<file path="src/rtl/pipe_pkg.sv">
// Types and constants shared by the RV32I pipeline stages.
// Holds the Controller bundle, the ID/EX record and the all-zero bubble values.
package pipe_pkg;

    localparam int DEF_DATA_W = 32;
    localparam int DEF_PC_W   = 9;
    localparam int DEF_RA_W   = 5;

    typedef struct packed {
        logic       ALUSrc;
        logic       MemtoReg;
        logic       RegWrite;
        logic       MemRead;
        logic       MemWrite;
        logic [1:0] ALUOp;
        logic       Branch;
    } ctrl_t;

    typedef struct packed {
        logic                  valid;
        ctrl_t                 ctrl;
        logic [DEF_PC_W-1:0]   pc;
        logic [DEF_DATA_W-1:0] rd1;
        logic [DEF_DATA_W-1:0] rd2;
        logic [DEF_DATA_W-1:0] imm;
        logic [DEF_RA_W-1:0]   rs1;
        logic [DEF_RA_W-1:0]   rs2;
        logic [DEF_RA_W-1:0]   rd;
        logic [2:0]            funct3;
        logic [6:0]            funct7;
    } id_ex_t;

    localparam ctrl_t  CTRL_NOP     = '0;
    localparam id_ex_t ID_EX_BUBBLE = '0;

endpackage

</file>
<file path="src/rtl/hazard_detect.sv">
// Load-use hazard detector: flags an ID instruction that reads the
// destination of a load currently sitting in EX.
module hazard_detect #(
    parameter int RA_W = 5
) (
    input  logic            ex_valid,
    input  logic            ex_mem_read,
    input  logic [RA_W-1:0] ex_rd,
    input  logic            id_valid,
    input  logic [RA_W-1:0] id_rs1,
    input  logic [RA_W-1:0] id_rs2,
    output logic            hazard
);

    // x0 is hardwired to zero, so a load targeting it never creates a dependency.
    assign hazard = ex_valid && ex_mem_read && (ex_rd != '0) && id_valid &&
                    ((id_rs1 == ex_rd) || (id_rs2 == ex_rd));

endmodule

</file>
<file path="src/rtl/id_ex_stage.sv">
// ID/EX pipeline register with load-use stall generation, flush bubbles
// and saturating stall/flush event counters.
module id_ex_stage
    import pipe_pkg::*;
#(
    parameter int DATA_W = 32,
    parameter int PC_W   = 9,
    parameter int RA_W   = 5,
    parameter int CNT_W  = 16
) (
    input  logic              clk,
    input  logic              reset,
    input  logic              id_valid,
    input  logic              id_ALUSrc,
    input  logic              id_MemtoReg,
    input  logic              id_RegWrite,
    input  logic              id_MemRead,
    input  logic              id_MemWrite,
    input  logic              id_Branch,
    input  logic [1:0]        id_ALUOp,
    input  logic [PC_W-1:0]   id_pc,
    input  logic [DATA_W-1:0] id_rd1,
    input  logic [DATA_W-1:0] id_rd2,
    input  logic [DATA_W-1:0] id_imm,
    input  logic [RA_W-1:0]   id_rs1,
    input  logic [RA_W-1:0]   id_rs2,
    input  logic [RA_W-1:0]   id_rd,
    input  logic [2:0]        id_funct3,
    input  logic [6:0]        id_funct7,
    input  logic              flush,
    output logic              ex_valid,
    output logic              ex_ALUSrc,
    output logic              ex_MemtoReg,
    output logic              ex_RegWrite,
    output logic              ex_MemRead,
    output logic              ex_MemWrite,
    output logic              ex_Branch,
    output logic [1:0]        ex_ALUOp,
    output logic [PC_W-1:0]   ex_pc,
    output logic [DATA_W-1:0] ex_rd1,
    output logic [DATA_W-1:0] ex_rd2,
    output logic [DATA_W-1:0] ex_imm,
    output logic [RA_W-1:0]   ex_rs1,
    output logic [RA_W-1:0]   ex_rs2,
    output logic [RA_W-1:0]   ex_rd,
    output logic [2:0]        ex_funct3,
    output logic [6:0]        ex_funct7,
    output logic              stall,
    output logic [CNT_W-1:0]  stall_cnt,
    output logic [CNT_W-1:0]  flush_cnt
);

    // Same layout as id_ex_t, but sized by this instance's parameters.
    typedef struct packed {
        logic              valid;
        ctrl_t             ctrl;
        logic [PC_W-1:0]   pc;
        logic [DATA_W-1:0] rd1;
        logic [DATA_W-1:0] rd2;
        logic [DATA_W-1:0] imm;
        logic [RA_W-1:0]   rs1;
        logic [RA_W-1:0]   rs2;
        logic [RA_W-1:0]   rd;
        logic [2:0]        funct3;
        logic [6:0]        funct7;
    } stage_t;

    localparam stage_t           STAGE_BUBBLE = '0;
    localparam logic [CNT_W-1:0] CNT_MAX      = '1;

    stage_t ex_q;
    stage_t id_d;
    logic   hazard;

    hazard_detect #(
        .RA_W(RA_W)
    ) u_hazard_detect (
        .ex_valid   (ex_q.valid),
        .ex_mem_read(ex_q.ctrl.MemRead),
        .ex_rd      (ex_q.rd),
        .id_valid   (id_valid),
        .id_rs1     (id_rs1),
        .id_rs2     (id_rs2),
        .hazard     (hazard)
    );

    // A flushed ID instruction is wrong-path, so it must never hold up fetch.
    assign stall = reset && hazard && !flush;

    always_comb begin
        id_d                = STAGE_BUBBLE;
        id_d.valid          = id_valid;
        id_d.ctrl.ALUSrc    = id_ALUSrc;
        id_d.ctrl.MemtoReg  = id_MemtoReg;
        id_d.ctrl.RegWrite  = id_RegWrite;
        id_d.ctrl.MemRead   = id_MemRead;
        id_d.ctrl.MemWrite  = id_MemWrite;
        id_d.ctrl.ALUOp     = id_ALUOp;
        id_d.ctrl.Branch    = id_Branch;
        id_d.pc             = id_pc;
        id_d.rd1            = id_rd1;
        id_d.rd2            = id_rd2;
        id_d.imm            = id_imm;
        id_d.rs1            = id_rs1;
        id_d.rs2            = id_rs2;
        id_d.rd             = id_rd;
        id_d.funct3         = id_funct3;
        id_d.funct7         = id_funct7;
    end

    always_ff @(posedge clk) begin
        if (!reset) begin
            ex_q <= STAGE_BUBBLE;
        end else if (flush || hazard) begin
            ex_q <= STAGE_BUBBLE;
        end else begin
            ex_q <= id_d;
        end
    end

    always_ff @(posedge clk) begin
        if (!reset) begin
            stall_cnt <= '0;
            flush_cnt <= '0;
        end else begin
            if (stall && (stall_cnt != CNT_MAX)) begin
                stall_cnt <= stall_cnt + CNT_W'(1);
            end
            if (flush && (flush_cnt != CNT_MAX)) begin
                flush_cnt <= flush_cnt + CNT_W'(1);
            end
        end
    end

    assign ex_valid    = ex_q.valid;
    assign ex_ALUSrc   = ex_q.ctrl.ALUSrc;
    assign ex_MemtoReg = ex_q.ctrl.MemtoReg;
    assign ex_RegWrite = ex_q.ctrl.RegWrite;
    assign ex_MemRead  = ex_q.ctrl.MemRead;
    assign ex_MemWrite = ex_q.ctrl.MemWrite;
    assign ex_Branch   = ex_q.ctrl.Branch;
    assign ex_ALUOp    = ex_q.ctrl.ALUOp;
    assign ex_pc       = ex_q.pc;
    assign ex_rd1      = ex_q.rd1;
    assign ex_rd2      = ex_q.rd2;
    assign ex_imm      = ex_q.imm;
    assign ex_rs1      = ex_q.rs1;
    assign ex_rs2      = ex_q.rs2;
    assign ex_rd       = ex_q.rd;
    assign ex_funct3   = ex_q.funct3;
    assign ex_funct7   = ex_q.funct7;

endmodule

</file>
<file path="config.mk">
export PLATFORM = sky130hd
export DESIGN_NAME = id_ex_stage
export DESIGN_NICKNAME = d
export VERILOG_FILES = /design/src/rtl/pipe_pkg.sv /design/src/rtl/hazard_detect.sv /design/src/rtl/id_ex_stage.sv
export SDC_FILE = /design/constraint.sdc
export NUM_CORES = 1
export LEC_CHECK = 0
export ABC_CLOCK_PERIOD_IN_PS = 1700
export BUFFER_PORTS_ARGS = -buffer_cell sky130_fd_sc_hd__buf_4
export CORE_MARGIN = 2
export CORE_UTILIZATION = 41
export CTS_BUF_LIST = sky130_fd_sc_hd__clkbuf_8
export CTS_CLUSTER_DIAMETER = 100
export DETAILED_ROUTE_END_ITERATION = 10
export GPL_ROUTABILITY_DRIVEN = 0
export GPL_TIMING_DRIVEN = 0
export PLACE_DENSITY = 0.78
export SLEW_MARGIN = 25
export SYNTH_ARGS = -nofsm -noshare
export SYNTH_HDL_FRONTEND = slang
export SYNTH_SLANG_ARGS = --single-unit
</file>
<file path="constraint.sdc">
create_clock -name clk -period 1.7 [get_ports clk]
set_clock_uncertainty 0.1 [all_clocks]
set_input_delay 0.085 -clock clk [delete_from_list [all_inputs] [get_ports clk]]
set_output_delay 0.085 -clock clk [all_outputs]
set_load 0.03 [all_outputs]
</file>
==> results of run 1 <==
==> timing repair <==
action	in CTS	in global routing
hold buffers	141	0
endpoints found under the setup margin	167	170
hold endpoints to repair	146	0
pin swaps	32	21
resized for setup	94	143
gates cloned	9	5
setup buffers	19	12
==> cells in the final DEF, fill, tap and decap left out, types with 5 or more instances in the layout <==
cell           count
dfxtp_1          142
dfxtp_2           12
dfxtp_4           17
xor2_1            14
nand2_1           16
bufinv_16          5
dlygate4sd3_1    141
nor2_1            15
buf_4            331
a21oi_1           10
buf_16             5
or4_4              5
and2_1            12
and2_4           128
nand4_1            9
clkbuf_16          5
inv_1              7
o31ai_1            5
clkbuf_8          22
or4_1              5
buf_6             11
buf_8             15
nand3_1            9
==> how the worst min path moves through the flow <==
stage / start / endpoint / cells after the start
5_1_grt: flush / flush_cnt[14] / 3
6_report: flush / flush_cnt[14] / 3
3_3_place_gp: id_rd1[16] / ex_rd1[16] / 2
4_1_cts: flush / flush_cnt[14] / 3
2_1_floorplan: id_rd[4] / ex_rd[4] / 1
3_5_place_dp: id_rd[4] / ex_rd[4] / 2
==> stage by stage <==
| stage | power, W | utilization, % | instance area [sq um] | TNS (ns) | hold WS, ns |
|---|---|---|---|---|---|
| after floorplan | 0.00474 | - | 5730 | -8.15 | 0.106 |
| after global placement | 0.00526 | 62.4 | 8300 | -21.82 | 0.187 |
| after detailed placement | 0.00528 | 62.4 | 8300 | -26.40 | 0.189 |
| after CTS | 0.00902 | 82.0 | 10900 | -52.52 | 0.00572 |
| after global routing | 0.00957 | 86.3 | 11500 | -69.32 | 0.0700 |
| final | 0.00936 | 86.3 | 11500 | -61.03 | 0.0621 |
==> state kept, by name, summed over array words and instances (netlist names), 2 cells and up <==
register   count
ex_ALUOp       2
ex_funct3      3
ex_funct7      7
ex_imm        32
ex_pc          9
ex_rd          5
ex_rd1        32
ex_rd2        32
ex_rs1         5
ex_rs2         5
flush_cnt     16
stall_cnt     16
==> power by group through the flow <==
stage	registers [W]	logic [W]	clock network (W)
after detailed placement	0.00427	0.00101	0
after CTS	0.00418	0.00143	0.00340
final	0.00420	0.00166	0.00351
after global routing	0.00421	0.00171	0.00366
after global placement	0.00426	0.000994	0
after floorplan	0.00454	0.000201	0
==> per-layer routing <==
metal | vias to the layer above | global-route usage [%]
li1 | 2711 | -
met1 | 3036 | 32.2
met2 | 365 | 58.8
met3 | 116 | 10.4
met4 | 0 | 12.5
met5 | - | 0
==> cell type report <==
type	instances	area (sq um)
multi-input combinational	307	2640
fill	570	1820
buffer	20	274
inverter	6	22.5
tap	176	220
antenna	4	10.0
clock inverter	10	183
clock buffer	22	303
sequential	171	3500
timing repair buffer	495	4330
==> kinds of logic after synthesis <==
kind of cell	synth area share, %
AND/OR/NAND/NOR	25.2
flip-flops	61.1
AO/OA/AOI/OAI	5.94
buffers and inverters	3.68
XOR/XNOR	3.13
multiplexers	0.536
adder cells (fa/ha/maj)	0.446
==> tightest hold or removal path, cell delays in order <==
cell and delay [ns]:
buf_4 0.15, nand3_2 0.17, o311a_1 0.17
==> out/qor.csv, run 1 <==
metric;value;unit
status;complete, but fails checks;
failing checks;setup timing;
1st-pass router iterations;6;
RSZ-0062 raised after global routing;yes;
cell taking the most area after synthesis;dfxtp_1;
crit path max fanout;10;
io pins;314;
DR vias;6228;
switching part of the total;25.4;%
Max rail drop VDD;0.000986;V
reg-to-reg startpoint;ex_rd[1];
WS Path Type;reg -> reg;
Synth Flop Type;dfxtp_1;
syn_nets;650;
crit end category;flip-flop;
Switch Pwr;0.00238;W
Tightest Hold Check Type;in -> reg;
Worst-Skew Late Latency;0.45;ns
fin. max-slew vios;0;
PD cells;816;nW/um^2
Placed Instances;995;
clock buffer depth;2;
Seq cells post-synth;171;
CTS tree;done;
Reg2Reg Depth;9;
part of the power in combinational logic;17.7;%
Synth async-reset ratio;0;%
clock root cell;clkbuf_8;
Max-Cap Viols;0;
GRT overflow;0;
DP Wirelength;13200;um
mapped cell area;5600;sq um
layout cells sized above 1;59.3;%
Final ANT Viol Nets;0;
CP Launch Type;flip-flop;
final non-filler cell total;1211;
metal1 wirelength;9250;um
row count;42;
Slew HR;54.1;%
setup ws final;-0.457;ns
vias in the first global route;6559;
max frequency;464;MHz
drt via density;5.14;
DRC violations left;0;
Worst-Margin Slew;0.688;ns
Tcrit/Tclk final;127;%
LEAKAGE;5.27;nW
TritonCTS Sinks;171;
Stages on worst setup path;9;
routed wl met3;2210;um
Initial Utilization;42.2;%
total routed wirelength;27900;um
Tmin final;2.16;ns
number of CTS-inserted buffers;17;
port bufs;313;
largest net degree at the start of global routing;17;
number of flops mapped to enable cells by yosys;0;
die footprint;14600;sq um
per-cell routed wire length;23.0;um
final setup violating endpoints;161;
Seq/Total Area, Yosys;61.1;%
die span in y;121;um
Top Metal Used;met4;
H-tree Lvls;4;
syn avg cell area;11.1;sq um
1st-iter DRT viols;439;
Worst Setup EP;ex_imm[18];
ranking of synthesized cells by area;dfxtp_1, and2_1, buf_6, xor2_1, nand3_1;
CP cell instances;xor2_1 > nor2_1 > a22oi_2 > buf_4 > o311a_4 > buf_12 > buf_16 > buf_8 > and2_1;
Unique masters post-synth;44;
CP bufs+invs;4;
met2 routed WL;15000;um
Layout Nets;1162;
crit-path leading delay family;buffers and inverters;
Sequential Power Share;44.8;%
flop-to-flop setup slack;-0.46;ns
reg2reg end;ex_imm[18];
Post-Synthesis Cells;506;
first-pass GRT wire length;34900;um
Pint;0.00699;W
antenna violations before repair;4;
Global Route Usage Sum;31.6;%
Synth top cells by count;dfxtp_1, and2_1, nand2_1, nor2_1, xor2_1;
worst slack, placed;-0.214;ns
final hold vios;0;
count leader, synth;dfxtp_1;
clock network power share;37.4;%
Worst Path Arrival;2.41;ns
die width;121;um
CP required;1.96;ns
Worst Setup SP;ex_rd[1];
YS warnings;0;
area growth from synthesis to layout;105;%
CP max stage cell;dfxtp_4;
Largest stage delay, worst path;0.39;ns
Clock transition at path regs;0.10;ns
post-synth top area share;61.1;%
core area;13300;sq um
(Power assumes the default switching activity.)
==> run 2, diff against run 1 <==
--- a/config.mk
+++ b/config.mk
@@ -5,16 +5,18 @@
 export SDC_FILE = /design/constraint.sdc
 export NUM_CORES = 1
 export LEC_CHECK = 0
+export ABC_AREA = 1
 export ABC_CLOCK_PERIOD_IN_PS = 1700
 export BUFFER_PORTS_ARGS = -buffer_cell sky130_fd_sc_hd__buf_4
 export CORE_MARGIN = 2
-export CORE_UTILIZATION = 41
+export CORE_UTILIZATION = 42
 export CTS_BUF_LIST = sky130_fd_sc_hd__clkbuf_8
 export CTS_CLUSTER_DIAMETER = 100
 export DETAILED_ROUTE_END_ITERATION = 10
 export GPL_ROUTABILITY_DRIVEN = 0
 export GPL_TIMING_DRIVEN = 0
-export PLACE_DENSITY = 0.78
+export PLACE_DENSITY = 0.79
+export REMOVE_ABC_BUFFERS = 1
 export SLEW_MARGIN = 25
 export SYNTH_ARGS = -nofsm -noshare
 export SYNTH_HDL_FRONTEND = slang
==> run 2 against run 1 <==
The flow finishes with violations (hold timing, setup timing). Final cell count is 17% higher. Register-to-register slack better by 0.36 ns. Sequential share of layout area is 2.0 points higher. Setup slack better by 0.35 ns. Largest power group unchanged. Non-clock buffer count is 43 lower. Flip-flop and latch count stayed put. Die area is 1.4% higher. Sequential power hardly changed. Fmax is 19% higher.
==> out/qor.csv, run 2 <==
metric;value;unit
CTS tree;done;
hold-critical path endpoint;stall_cnt[3];
row count;43;
Worst-Margin Slew;0.502;ns
clock root cell;clkbuf_8;
core area;13700;sq um
Synth top cells by count;nor2_1, inv_1, dfxtp_1;
io pins;314;
final hold vios;27;
port bufs;313;
syn avg cell area;7.81;sq um
setup ws final;-0.111;ns
Seq cells post-synth;171;
hold slack;-0.0844;ns
YS warnings;0;
first-pass GRT wire length;33500;um
Placed Instances;1221;
WS Path Type;reg -> out;
crit path max fanout;5;
Tightest Hold Check Type;in -> reg;
Slew HR;66.5;%
CP Launch Type;flip-flop;
die footprint;14800;sq um
1st-pass router iterations;7;
cell taking the most area after synthesis;dfxtp_1;
H-tree Lvls;4;
1st-iter DRT viols;490;
Final ANT Viol Nets;0;
die span in y;122;um
GRT overflow;0;
fin. max-slew vios;0;
Max-Cap Viols;0;
most frequent cells in the layout;buf_4, inv_1, nor2_1;
final core utilization;77.6;%
Worst-Skew Late Latency;0.44;ns
ranking of synthesized cells by area;dfxtp_1, nor2_1, inv_1, nand2_1, buf_4;
DRC violations left;0;
max frequency;552;MHz
DR vias;6640;
failing checks;hold timing, setup timing;
Tcrit/Tclk final;107;%
antenna violations before repair;1;
count leader, synth;nor2_1;
Unique masters post-synth;31;
layout cells sized above 1;36.4;%
die width;122;um
clock buffer depth;2;
post-synth top area share;58.8;%
LEAKAGE;5.55;nW
Placed Instance Area;8310;sq um
reg-to-reg startpoint;ex_rd[0];
DP Wirelength;12000;um
Global Route Usage Sum;29.5;%
Reg2Reg Depth;10;
vias in the first global route;6753;
mapped cell area;5820;sq um
Synth Flop Type;dfxtp_1;
RSZ-0062 raised after global routing;yes;
number of flops mapped to enable cells by yosys;0;
final setup violating endpoints;38;
Clock transition at path regs;0.09;ns
status;complete, but fails checks;
overall power;0.00858;W
leading cell type in the layout, fill and taps excluded;buf_4;
Seq/Total Area, Yosys;58.8;%
final non-filler cell total;1414;
flop-to-flop setup slack;-0.10;ns
reg2reg end;ex_funct7[5];
CTS Hold Buffers Added;139;
Synth async-reset ratio;0;%
Hold Startpoint;reset;
fin area;10600;sq um
CP required;1.51;ns
Post-Synthesis Cells;746;
drt via density;4.70;
PD cells;807;nW/um^2
hold path cells;3;
Layout Nets;1363;
area growth from synthesis to layout;82.7;%
TritonCTS Sinks;171;
total routed wirelength;24100;um
crit end category;output pin;
largest net degree at the start of global routing;61;
Max rail drop VDD;0.000753;V
Worst Path Arrival;1.63;ns
per-cell routed wire length;17.1;um
Initial Utilization;42.4;%
Tmin final;1.81;ns
number of CTS-inserted buffers;17;
## run 2: kinds of logic after synthesis
| group | after synthesis | share of synthesized area [%] |
|---|---|---|
| AND/OR/NAND/NOR | 338 | 23.6 |
| XOR/XNOR | 3 | 0.451 |
| buffers and inverters | 202 | 14.1 |
| adder cells (fa/ha/maj) | 2 | 0.430 |
| AO/OA/AOI/OAI | 30 | 2.71 |
| flip-flops | 171 | 58.8 |
## run 2: cell type report
type	count	area, sq um
multi-input combinational	374	1830
fill	833	3080
tap	180	225
clock buffer	20	275
timing repair buffer	472	4030
sequential	171	3460
clock inverter	12	123
antenna	2	5.00
inverter	183	689
## run 2: stage by stage
stage	setup WS, ns	setup TNS (ns)
2_1_floorplan	-0.951	-134.33
3_3_place_gp	-1.72	-216.32
3_5_place_dp	-0.386	-42.63
4_1_cts	-0.159	-3.31
5_1_grt	-0.234	-11.42
6_report	-0.111	-0.753
## run 2: timing repair
item,in CTS,in global routing
pin swaps,7,18
hold endpoints to repair,170,27
cloned,2,6
gates resized for setup,27,78
endpoints found under the setup margin,139,151
buffers inserted,4,9
## run 2: worst max path at each step
stage                     startpoint          end  slack, ns  cells past startpoint
after floorplan             ex_rd[0]  ex_ALUOp[0]      -0.95                      9
after global placement      ex_rd[0]   ex_rd2[23]      -1.72                      9
after detailed placement       reset    ex_rs1[4]      -0.39                      6
after CTS                   ex_rd[1]        stall      -0.16                      9
after global routing        ex_rd[0]        stall      -0.23                      9
final                       ex_rd[0]        stall      -0.11                      9
## run 2: where the power goes
group / internal, W / switching, W / leakage, nW
Clock: 0.00141 / 0.00153 / 0.209
Sequential: 0.00413 / 0.0000628 / 1.41
Combinational: 0.000712 / 0.000736 / 3.93
## run 2: routing by layer
layer,track usage [%],vias to the layer above,wire length (um)
li1,-,3102,-
met1,29.2,3086,8560
met2,53.7,341,12400
met3,10.4,111,2050
met4,16.0,0,1190
met5,0,-,0
## run 2: worst max-delay path, cell delays in order (launching register included)
cell,delay (ns)
dfxtp_4,0.39
nand2_1,0.05
inv_1,0.05
nor2_1,0.04
nor2_1,0.09
nand3_1,0.10
nand2_2,0.11
nand2_4,0.09
nor2_4,0.12
buf_6,0.14
==> run 3, diff against run 2 <==
--- a/config.mk
+++ b/config.mk
@@ -15,6 +15,7 @@
 export DETAILED_ROUTE_END_ITERATION = 10
 export GPL_ROUTABILITY_DRIVEN = 0
 export GPL_TIMING_DRIVEN = 0
+export MAX_ROUTING_LAYER = met4
 export PLACE_DENSITY = 0.79
 export REMOVE_ABC_BUFFERS = 1
 export SLEW_MARGIN = 25
==> run 3 against run 2 <==
The flow still finishes with violations (hold timing, setup timing). Highest routed layer unchanged. Core utilization increased by 2.4 points. Combinational power up 8%. Critical endpoint unchanged. Via count is 4.4% higher. Flip-flop and latch count stayed put. Largest power group unchanged. Wire length rose by 11%. Power grew 1.8%. Clock-buffer cell count unchanged. Largest cell class unchanged.
==> out/qor.csv, run 3 (synthesis gave the netlist of run 2 again) <==
metric;value;unit
PD cells;797;nW/um^2
failing checks;hold timing, setup timing;
Pint;0.00632;W
largest net degree at the start of global routing;61;
port bufs;313;
CTS tree;done;
CP required;1.51;ns
RSZ-0062 raised after global routing;yes;
die span in y;122;um
fin area;11000;sq um
status;complete, but fails checks;
Fillers;794;
drt via density;4.84;
area growth from synthesis to layout;88.3;%
max frequency;530;MHz
Sequential Power Share;48.0;%
DP Wirelength;12000;um
Placed Instance Area;8310;sq um
setup ws final;-0.187;ns
die footprint;14800;sq um
Switch Pwr;0.00242;W
LEAKAGE;5.69;nW
total routed wirelength;26800;um
Worst-Skew Late Latency;0.44;ns
CP max stage cell;dfxtp_4;
most frequent cells in the layout;buf_4, inv_1, nor2_1;
number of CTS-inserted buffers;17;
part of the power in combinational logic;17.9;%
Final ANT Viol Nets;0;
H-tree Lvls;4;
Global Route Usage Sum;30.4;%
FF/Latch Area;3460;sq um
crit end category;output pin;
fin. max-slew vios;0;
hold slack;-0.0773;ns
Largest stage delay, worst path;0.40;ns
final hold vios;27;
final non-filler cell total;1432;
Clock transition at path regs;0.09;ns
clock root cell;clkbuf_8;
vias in the first global route;6746;
Slew HR;58.8;%
Tmin final;1.89;ns
Tcrit/Tclk final;111;%
switching part of the total;27.7;%
Worst Path Arrival;1.70;ns
CP cell instances;inv_2 > nand2_1 > nand2_1 > nor2_1 > nand3_1 > nand2_2 > nand2_4 > nor2_4 > buf_6;
worst slack, placed;-0.386;ns
leading cell type in the layout, fill and taps excluded;buf_4;
GRT overflow;0;
CP Launch Type;flip-flop;
Max rail drop VDD;0.000783;V
Tightest Hold Check Type;in -> reg;
io pins;314;
layout cells sized above 1;37.7;%
first-pass GRT wire length;33500;um
Layout Nets;1380;
clock buffer depth;2;
final core utilization;79.9;%
core area;13700;sq um
CP dominant cell by count;nand2_1;
die width;122;um
antenna violations before repair;2;
1st-iter DRT viols;508;
Placed Instances;1221;
Max-Cap Viols;0;
Worst-Margin Slew;0.617;ns
clock network power share;34.1;%
CTS Hold Buffers Added;139;
1st-pass router iterations;5;
row count;43;
TritonCTS Sinks;171;
Initial Utilization;42.4;%
DR vias;6935;
final setup violating endpoints;126;
crit path max fanout;5;
WS Path Type;reg -> out;
per-cell routed wire length;18.7;um
DRC violations left;0;
area of the multi-input gates;1880;sq um
run 3: power by group through the flow:
| stage | Clock (W) | Sequential [W] | Combinational (W) |
|---|---|---|---|
| global route | 0.00314 | 0.00421 | 0.00162 |
| CTS | 0.00289 | 0.00418 | 0.00131 |
| floorplan | 0 | 0.00455 | 0.000200 |
| detailed placement | 0 | 0.00428 | 0.00101 |
| finish | 0.00298 | 0.00420 | 0.00156 |
| global placement | 0 | 0.00427 | 0.00100 |
run 3: critical path, delay by kind of cell, from the launching register on:
kind	cells	cell delay (ns)
flip-flops	1	0.40
buffers and inverters	2	0.19
AND/OR/NAND/NOR	7	0.69
run 3: path summary, 6_finish.rpt:
kind,to,slack (ns),cells past startpoint,start
worst max-delay path,stall,-0.19,9,ex_rd[0]
worst min register to register,flush_cnt[3],0.36,1,flush_cnt[3]
worst max register to register,ex_rs2[4],-0.13,12,ex_rd[0]
worst min-delay path,stall_cnt[3],-0.08,3,reset
run 3: cell type report:
type,count,share of cell area (%)
Tap cell,180,2.05
Timing Repair Buffer,488,39.3
Inverter,183,6.29
Clock inverter,12,1.12
Antenna cell,3,0.0685
Sequential cell,171,31.6
Clock buffer,20,2.51
Multi-Input combinational cell,375,17.1
run 3: per-stage QoR:
| step | total power [W] | setup TNS [ns] |
|---|---|---|
| floorplan | 0.00475 | -134.33 |
| global placement | 0.00527 | -216.32 |
| detailed placement | 0.00528 | -42.63 |
| CTS | 0.00839 | -3.31 |
| global route | 0.00897 | -19.63 |
| finish | 0.00874 | -9.48 |
run 3: routing by layer:
layer / vias to the layer above / global-route usage [%] / part of all wire [%]
met4: 0 / 15.3 / 6.6
met1: 3187 / 29.8 / 34
met5: - / - / 0
met3: 154 / 10.1 / 8.9
met2: 450 / 53.8 / 50
li1: 3144 / - / -
run 3: what timing repair did:
item,4_1_cts,5_1_grt
endpoints found under the hold margin,170,27
setup endpoints to repair,139,151
buffers inserted,4,17
pin swaps,7,19
gates resized for setup,27,98
cloned,2,14
